## src/rtl/countdown_pkg.sv

```systemverilog
`default_nettype none
// ============================================================================
// Package     : countdown_pkg
// Description : Shared types and constants for the BCD countdown timer:
//               FSM state encoding, BCD digit type and digit maxima.
// Revision    : 1.0 - initial release
// ============================================================================
package countdown_pkg;

  typedef logic [3:0] bcd_t;

  typedef enum logic [1:0] {
    IDLE  = 2'd0,
    RUN   = 2'd1,
    PAUSE = 2'd2,
    DONE  = 2'd3
  } state_t;

  localparam bcd_t DIGIT_MAX = 4'd9;
  localparam bcd_t SEC_T_MAX = 4'd5;

endpackage : countdown_pkg
`default_nettype wire

```

## src/rtl/bcd_down_digit.sv

```systemverilog
`default_nettype none
// ============================================================================
// Module      : bcd_down_digit
// Description : One BCD digit of a down-counting chain. Loads a preset
//               (clamped to MAX) and decrements on borrow-in, wrapping
//               0 -> MAX and raising borrow_out in that case.
// Ports       : clk        in  system clock
//               rst        in  asynchronous active-high reset (q -> 0)
//               load       in  copy clamped load_val into q
//               load_val   in  preset digit
//               dec_en     in  borrow-in / decrement enable
//               q          out current digit value
//               borrow_out out dec_en && q == 0
// Revision    : 1.0 - initial release
// ============================================================================
module bcd_down_digit
  import countdown_pkg::*;
#(
  parameter bcd_t MAX = DIGIT_MAX
) (
  input  logic       clk,
  input  logic       rst,
  input  logic       load,
  input  logic [3:0] load_val,
  input  logic       dec_en,
  output logic [3:0] q,
  output logic       borrow_out
);

  bcd_t w_load_clamped;

  assign w_load_clamped = (load_val > MAX) ? MAX : load_val;
  assign borrow_out     = dec_en && (q == 4'd0);

  always_ff @(posedge clk or posedge rst) begin
    if (rst) begin
      q <= 4'd0;
    end else if (load) begin
      q <= w_load_clamped;
    end else if (dec_en) begin
      q <= (q == 4'd0) ? MAX : (q - 4'd1);
    end
  end

endmodule : bcd_down_digit
`default_nettype wire

```

## src/rtl/bcd_countdown_timer.sv

```systemverilog
`default_nettype none
// ============================================================================
// Module      : bcd_countdown_timer
// Description : mm:ss.cc countdown timer. Loads a preset, decrements once per
//               centisecond tick while running and stops at 00:00.00.
// Ports       : clk, rst                       clock, async active-high reset
//               load, start, stop              level controls (load>stop>start)
//               preset_min_t..preset_cen       preset digits (clamped on load)
//               min_t..centesimas              current count, BCD
//               running                        high while in RUN
//               done                           one-cycle pulse on reaching zero
//               expired                        high while in DONE
// Revision    : 1.0 - initial release
// ============================================================================
module bcd_countdown_timer
  import countdown_pkg::*;
#(
  parameter int TICK_DIV = 500000,
  parameter int TICK_W   = 19
) (
  input  logic       clk,
  input  logic       rst,
  input  logic       load,
  input  logic       start,
  input  logic       stop,
  input  logic [3:0] preset_min_t,
  input  logic [3:0] preset_min_u,
  input  logic [3:0] preset_sec_t,
  input  logic [3:0] preset_sec_u,
  input  logic [3:0] preset_dec,
  input  logic [3:0] preset_cen,
  output logic [3:0] min_t,
  output logic [3:0] min_u,
  output logic [3:0] sec_t,
  output logic [3:0] sec_u,
  output logic [3:0] decimas,
  output logic [3:0] centesimas,
  output logic       running,
  output logic       done,
  output logic       expired
);

  localparam logic [TICK_W-1:0] c_TICK_LAST = TICK_W'(TICK_DIV - 1);

  state_t            r_state;
  state_t            w_state_next;
  logic [TICK_W-1:0] r_presc;
  logic              w_tick;
  logic              w_load;
  logic              w_dec;
  logic              w_presc_clr;
  logic              w_done_next;
  logic              w_is_zero;
  logic              w_at_one;

  // Digit index 0 = centesimas ... 5 = min_t; borrow ripples upward.
  bcd_t              w_preset [6];
  bcd_t              w_q      [6];
  logic [6:0]        w_borrow;
  logic              w_unused_borrow;

  assign w_preset[0] = preset_cen;
  assign w_preset[1] = preset_dec;
  assign w_preset[2] = preset_sec_u;
  assign w_preset[3] = preset_sec_t;
  assign w_preset[4] = preset_min_u;
  assign w_preset[5] = preset_min_t;

  assign w_borrow[0] = w_dec;
  // Borrow out of min_t would mean underflow past zero, which the zero
  // detection prevents; it is intentionally left unused.
  assign w_unused_borrow = w_borrow[6];

  for (genvar i = 0; i < 6; i++) begin : g_digit
    bcd_down_digit #(
      .MAX ((i == 3) ? SEC_T_MAX : DIGIT_MAX)
    ) u_digit (
      .clk        (clk),
      .rst        (rst),
      .load       (w_load),
      .load_val   (w_preset[i]),
      .dec_en     (w_borrow[i]),
      .q          (w_q[i]),
      .borrow_out (w_borrow[i+1])
    );
  end

  assign centesimas = w_q[0];
  assign decimas    = w_q[1];
  assign sec_u      = w_q[2];
  assign sec_t      = w_q[3];
  assign min_u      = w_q[4];
  assign min_t      = w_q[5];

  assign w_is_zero = (w_q[0] == 4'd0) && (w_q[1] == 4'd0) && (w_q[2] == 4'd0) &&
                     (w_q[3] == 4'd0) && (w_q[4] == 4'd0) && (w_q[5] == 4'd0);
  // 00:00.01 is the only value a single tick turns into zero.
  assign w_at_one  = (w_q[0] == 4'd1) && (w_q[1] == 4'd0) && (w_q[2] == 4'd0) &&
                     (w_q[3] == 4'd0) && (w_q[4] == 4'd0) && (w_q[5] == 4'd0);

  assign w_tick = (r_state == RUN) && (r_presc == c_TICK_LAST);

  always_comb begin
    w_state_next = r_state;
    w_load       = 1'b0;
    w_dec        = 1'b0;
    w_presc_clr  = 1'b0;
    w_done_next  = 1'b0;
    if (load && (r_state != RUN)) begin
      w_load       = 1'b1;
      w_state_next = IDLE;
    end else begin
      case (r_state)
        RUN: begin
          // Stop discards a coincident tick.
          if (stop) begin
            w_state_next = PAUSE;
          end else if (w_tick) begin
            w_dec = 1'b1;
            if (w_at_one) begin
              w_state_next = DONE;
              w_done_next  = 1'b1;
            end
          end
        end
        IDLE, PAUSE: begin
          if (!stop && start) begin
            if (w_is_zero) begin
              w_state_next = DONE;
              w_done_next  = 1'b1;
            end else begin
              w_state_next = RUN;
              w_presc_clr  = 1'b1;
            end
          end
        end
        default: ;
      endcase
    end
  end

  always_ff @(posedge clk or posedge rst) begin
    if (rst) begin
      r_state <= IDLE;
      running <= 1'b0;
      done    <= 1'b0;
      expired <= 1'b0;
    end else begin
      r_state <= w_state_next;
      running <= (w_state_next == RUN);
      done    <= w_done_next;
      expired <= (w_state_next == DONE);
    end
  end

  // Prescaler holds while paused and restarts from zero on (re)entry to RUN.
  always_ff @(posedge clk or posedge rst) begin
    if (rst) begin
      r_presc <= '0;
    end else if (w_presc_clr) begin
      r_presc <= '0;
    end else if ((r_state == RUN) && !stop) begin
      r_presc <= w_tick ? '0 : (r_presc + TICK_W'(1));
    end
  end

endmodule : bcd_countdown_timer
`default_nettype wire

```

## config.mk

```make
export PLATFORM = sky130hd
export DESIGN_NAME = bcd_countdown_timer
export DESIGN_NICKNAME = d
export VERILOG_FILES = /design/src/rtl/countdown_pkg.sv /design/src/rtl/bcd_down_digit.sv /design/src/rtl/bcd_countdown_timer.sv
export SDC_FILE = /design/constraint.sdc
export NUM_CORES = 1
export LEC_CHECK = 0
export BUFFER_PORTS_ARGS = -buffer_cell sky130_fd_sc_hd__buf_2
export CAP_MARGIN = 40
export CORE_UTILIZATION = 40
export CTS_CLUSTER_DIAMETER = 200
export DETAILED_ROUTE_END_ITERATION = 12
export PLACE_DENSITY_LB_ADDON = 0.12
export SLEW_MARGIN = 40
export SYNTH_ARGS = -nofsm -noshare
export SYNTH_HDL_FRONTEND = slang
export SYNTH_HIERARCHICAL = 1
export SYNTH_SLANG_ARGS = --single-unit
```

## constraint.sdc

```tcl
create_clock -name clk -period 8.44 [get_ports clk]
set_input_delay 0.422 -clock clk [delete_from_list [all_inputs] [get_ports clk]]
set_output_delay 0.422 -clock clk [all_outputs]
set_load 0.02 [all_outputs]
```

# After elaboration in Yosys (flattened, before gate mapping)
# Cells that the tools add are included.
# word_totals
reg_bits,48
input_bits,29
output_inout_bits,27
elab_cells,116
# classes
add_sub_neg,7
order_cmp,6
n_eq_ne,7
muxes,50
reduce_logical,35
# ops
operator,count
4-bit 2-to-1 mux,24
19-bit 2-to-1 mux,3
4-bit zero test,6
"4-bit by 1-bit subtractor with 4-bit output, second input constant",6
"4-bit greater-than comparator, second input constant",5
"19-bit by 1-bit adder with 19-bit output, second input constant",1
"19-bit == test, second input constant",1
1-bit logical AND,19
1-bit 2-to-1 mux,15
2-bit nonzero test,7
2-bit 2-to-1 mux,6
"2-bit by 1-bit == test with 1-bit output, second input constant",2
"2-bit == test, second input constant",2
"4-bit by 1-bit == test with 1-bit output, second input constant",1
"4-bit by 3-bit greater-than comparator with 1-bit output, second input constant",1
2-bit case mux with 2 select lines,1
2-bit zero test,1
"2-bit by 1-bit != test with 1-bit output, second input constant",1
1-bit case mux with 2 select lines,1
2-bit OR reduction,1
1-bit zero test,1

# Depth between registers and ports, before layout
# logic_depth
word_depth,13
depth_mapped,19
depth_no_buf,19

# Hierarchy
# The synthesis kept the hierarchy.
# by_module_without_submodules
module,n_inst,cells_each,area_each_um2,seq_area_each_um2
bcd_countdown_timer,1,152,1425.1,600.6
bcd_down_digit (g_digit[0].u_digit ...),5,25,251.5,100.1
bcd_down_digit (g_digit[3].u_digit),1,22,211.5,100.1

# Worst setup path after synthesis
# No wires, ideal clock.
# synth_timing
path_type,reg2reg
from,reg r_presc[5]
to,reg g_digit[5].u_digit.q[1]
setup_time_ns,0.087
arrival_time_ns,5.392
required_time_ns,8.353
slack_ns,2.961
stages_incl_launch_ff,19
n_path_buf,0
synth_period_minus_slack_ns,5.479
cell_sequence,dfrtp_1 or4_4 nor4_4 and3_2 nand2_1 inv_1 nor4b_4 nor2b_1 nor4b_4 nor2b_1 nor4b_4 nor2b_1 nand2b_4 nor4_1 nor4b_4 nor2b_1 nand2b_4 or3_1 a22oi_1
# synth_between
elab_chain_cells,12
# synth_lines
item,line_no,rtl
"start, declared",bcd_countdown_timer.sv:47,logic [TICK_W-1:0] r_presc;
"start signal, assigned",bcd_countdown_timer.sv:163,r_presc <= w_tick ? '0 : (r_presc + TICK_W'(1));
19-bit == test,bcd_countdown_timer.sv:101,assign w_tick = (r_state == RUN) && (r_presc == c_TICK_LAST);
1-bit logical AND,bcd_countdown_timer.sv:101,
1-bit 2-to-1 mux,bcd_countdown_timer.sv:118,end else if (w_tick) begin
1-bit 2-to-1 mux,bcd_countdown_timer.sv:116,if (stop) begin
1-bit 2-to-1 mux,bcd_countdown_timer.sv:113,case (r_state)
1-bit 2-to-1 mux,bcd_countdown_timer.sv:109,if (load && (r_state != RUN)) begin
net w_borrow[0],bcd_countdown_timer.sv:59,logic [6:0] w_borrow;
1-bit logical AND,bcd_down_digit.sv:33,assign borrow_out = dec_en && (q == 4'd0);
net w_borrow[1],bcd_countdown_timer.sv:59,
[... 1 more ...],n/a,
net w_borrow[2],bcd_countdown_timer.sv:59,
1-bit logical AND,bcd_down_digit.sv:33,
net w_borrow[3],bcd_countdown_timer.sv:59,
1-bit logical AND,bcd_down_digit.sv:33,
net w_borrow[4],bcd_countdown_timer.sv:59,
1-bit logical AND,bcd_down_digit.sv:33,
net w_borrow[5],bcd_countdown_timer.sv:59,
2-bit nonzero test (no source line),n/a,
"end signal, assigned",bcd_down_digit.sv:39,q <= w_load_clamped;
"end signal, assigned",bcd_down_digit.sv:41,q <= (q == 4'd0) ? MAX : (q - 4'd1);
"end, declared",bcd_down_digit.sv:26,"output logic [3:0] q,"
# The timed path passes the listed nets, and every way through them passes these cells.
# A chain may end at the register's enable or synchronous reset.

# Worst setup path in the final report
# Ends and elaborated chain as after synthesis.

==> run metrics <==
status finished, final reports clean; Die ar. between 0.007 and 0.008 mm2; Tcrit/Tclk final 68.2%; Worst-Skew Late Latency 300 ps; met1 Use GR around a quarter; Final #Nets roughly 380; crit path DAT 5980 ps; Worst Setup Start Kind flip-flop; router iterations before antenna repair 4; CTS tree done; Global Route met3 Usage under 10%; H-tree lvl count 2; Via density between 5 and 6; RR Endpoint g_digit[5].u_digit/q[1]; total track usage between 10% and 20%; final wirelength 6490 um; total clock buffers created by CTS 5; Post-DP Area ~0.0032 mm2; IO Port Bufs 55; Syn Nets between 300 and 400; Worst Hold Margin 81.1 ps; Syn Std Cell Area around 0.0029 mm2; Core Area approximately 0.0069 mm2; Top-Level Pins 56; final max-slew violation count 0; Die X 87.0 um; Sink Count 48; vias in the first global route between 2,000 and 2,500; clock-pin slew on the worst setup and hold paths approximately 90 ps; Post-Layout Cell Count roughly 450; initial antenna violation count 0; Max IR drop VDD 88.5 uV; Hold Vio Cnt, Final 0; drt drc 0; Clock Skews ~9.5 ps; FF/Latch Area 0.00120 mm2; worst setup path class flip-flop to flip-flop; Worst Tran Pin Value 711 ps; Ant. Diodes 0; FF-to-FF Start r_presc[5]; DR vias 2,423; Slew HR 52.3%; Max-Cap Viols 0; path depth of the worst reg2reg path 18; Root Buffer clkbuf_8; Setup crit end g_digit[5].u_digit/q[1]; setup bufs post-CTS 0; row cnt 30; placed insts between 400 and 500; Cells after Synth 298; initial DRC count 90; CTS Hold Bufs 0; RSZ-0062 raised after global routing no; Worst EP required ~8700 ps; YS warnings 6; multi-input logic area roughly 0.0016 mm2; share of post-route cells with drive strength above 1 ~25%; Final Cell Area around 0.0033 mm2; routability congestion estimate 0.820; Worst setup startpoint r_presc[5]; Min-Delay Path Class input port to asynchronous set/reset pin; crit end category flip-flop; global route overflow 0; syn avg cell area approximately 9.7 um2; R2R setup slack about 2700 ps; final setup fails 0; FILL cells approximately 660; P&R area growth vs syn 14.9%; CP max FO 7; Final HPWL DP slightly below 5000 um; Tmin final a little under 6000 ps; met2 Resource Use GR about 31%; Power Density approximately 170 mW/mm2; Leak 1.38 nW; clock buffer depth 2; global route hottest layer met2; wire length per cell between 10 and 15 um; Final ANT Viol Nets 0; first-pass GRT wire length 10,900 um; die height about 87 um; pin count of the biggest net entering global routing 54; Gates resized, CTS repair 0; setup TNS 0 ps; Post-Route Utilization ~48%; Starting Density 42.0%; Max Clock Freq roughly 170 MHz
-- worst min path at each step --
stage,depth (start not counted),slack (ps),start,end
3_5_place_dp,2,410,rst,g_digit[0].u_digit/q[1]
2_1_floorplan,1,190,rst,g_digit[0].u_digit/q[0]
5_1_grt,2,100,rst,g_digit[1].u_digit/q[2]
4_1_cts,2,80,rst,g_digit[0].u_digit/q[1]
3_3_place_gp,2,410,rst,g_digit[1].u_digit/q[0]
6_report,2,80,rst,g_digit[0].u_digit/q[1]
-- state kept, by name, summed over array words and instances, names as in the netlist --
register	flops
g_digit.u_digit/q	24
r_presc	19
r_state	2
done	1
expired	1
running	1
-- layer usage --
layer / up-vias / part of all wire [%]
met4: 0 / 1.6
met1: 1155 / 47
met3: 9 / 3.8
met2: 48 / 47
li1: 1211 / -
met5: - / 0
-- area by class of cell --
type	instances	area share, %
inverter	11	1.24
sequential	48	36.2
clock buffer	5	2.07
timing repair buffer	56	8.53
multi-input combinational	230	48.3
tap	96	3.62
-- power by group --
| part | switching [mW] | internal (mW) | total [mW] | leakage [nW] |
|---|---|---|---|---|
| combinational | 0.0738 | 0.0576 | 0.131 | 0.721 |
| sequential | 0.0474 | 0.257 | 0.304 | 0.619 |
| clock | 0.0740 | 0.0537 | 0.128 | 0.0359 |
| total | 0.195 | 0.368 | 0.563 | 1.38 |
-- per-stage QoR --
step	setup slack, ps	power, mW
global route	2240	0.597
floorplan	2960	0.391
global placement	2640	0.439
detailed placement	2400	0.441
finish	2680	0.563
CTS	2420	0.567
-- cell usage in the layout (no fill, tap or decap), types with 7 or more instances in the layout --
| cell type | count |
|---|---|
| a21oi_1 | 17 |
| nand3b_1 | 10 |
| buf_2 | 55 |
| nor2_1 | 22 |
| nand2_1 | 16 |
| nand4_1 | 9 |
| dfrtp_1 | 48 |
| a31oi_1 | 9 |
| xnor2_1 | 12 |
| o21ai_0 | 19 |
| inv_1 | 10 |
| nand3_1 | 9 |
| or3_1 | 7 |
| nand2b_1 | 7 |
| nor3_1 | 7 |
| nor4_1 | 7 |
-- critical path: stages (launching register included) --
cell and delay [ps]:
dfrtp_1 450, or4_4 540, nor4_4 270, and3_2 300
nand2_1 80, inv_1 170, nor4b_4 270, nor2b_1 370
nor4b_4 320, nor2b_1 410, nor4b_4 350, nor2b_1 330
nand2b_4 110, nor4_2 390, nor4b_4 340, nor2b_1 390
nand2b_4 80, or3_1 340, a22oi_1 160
No activity file was read; power rests on OpenSTA's default activity.
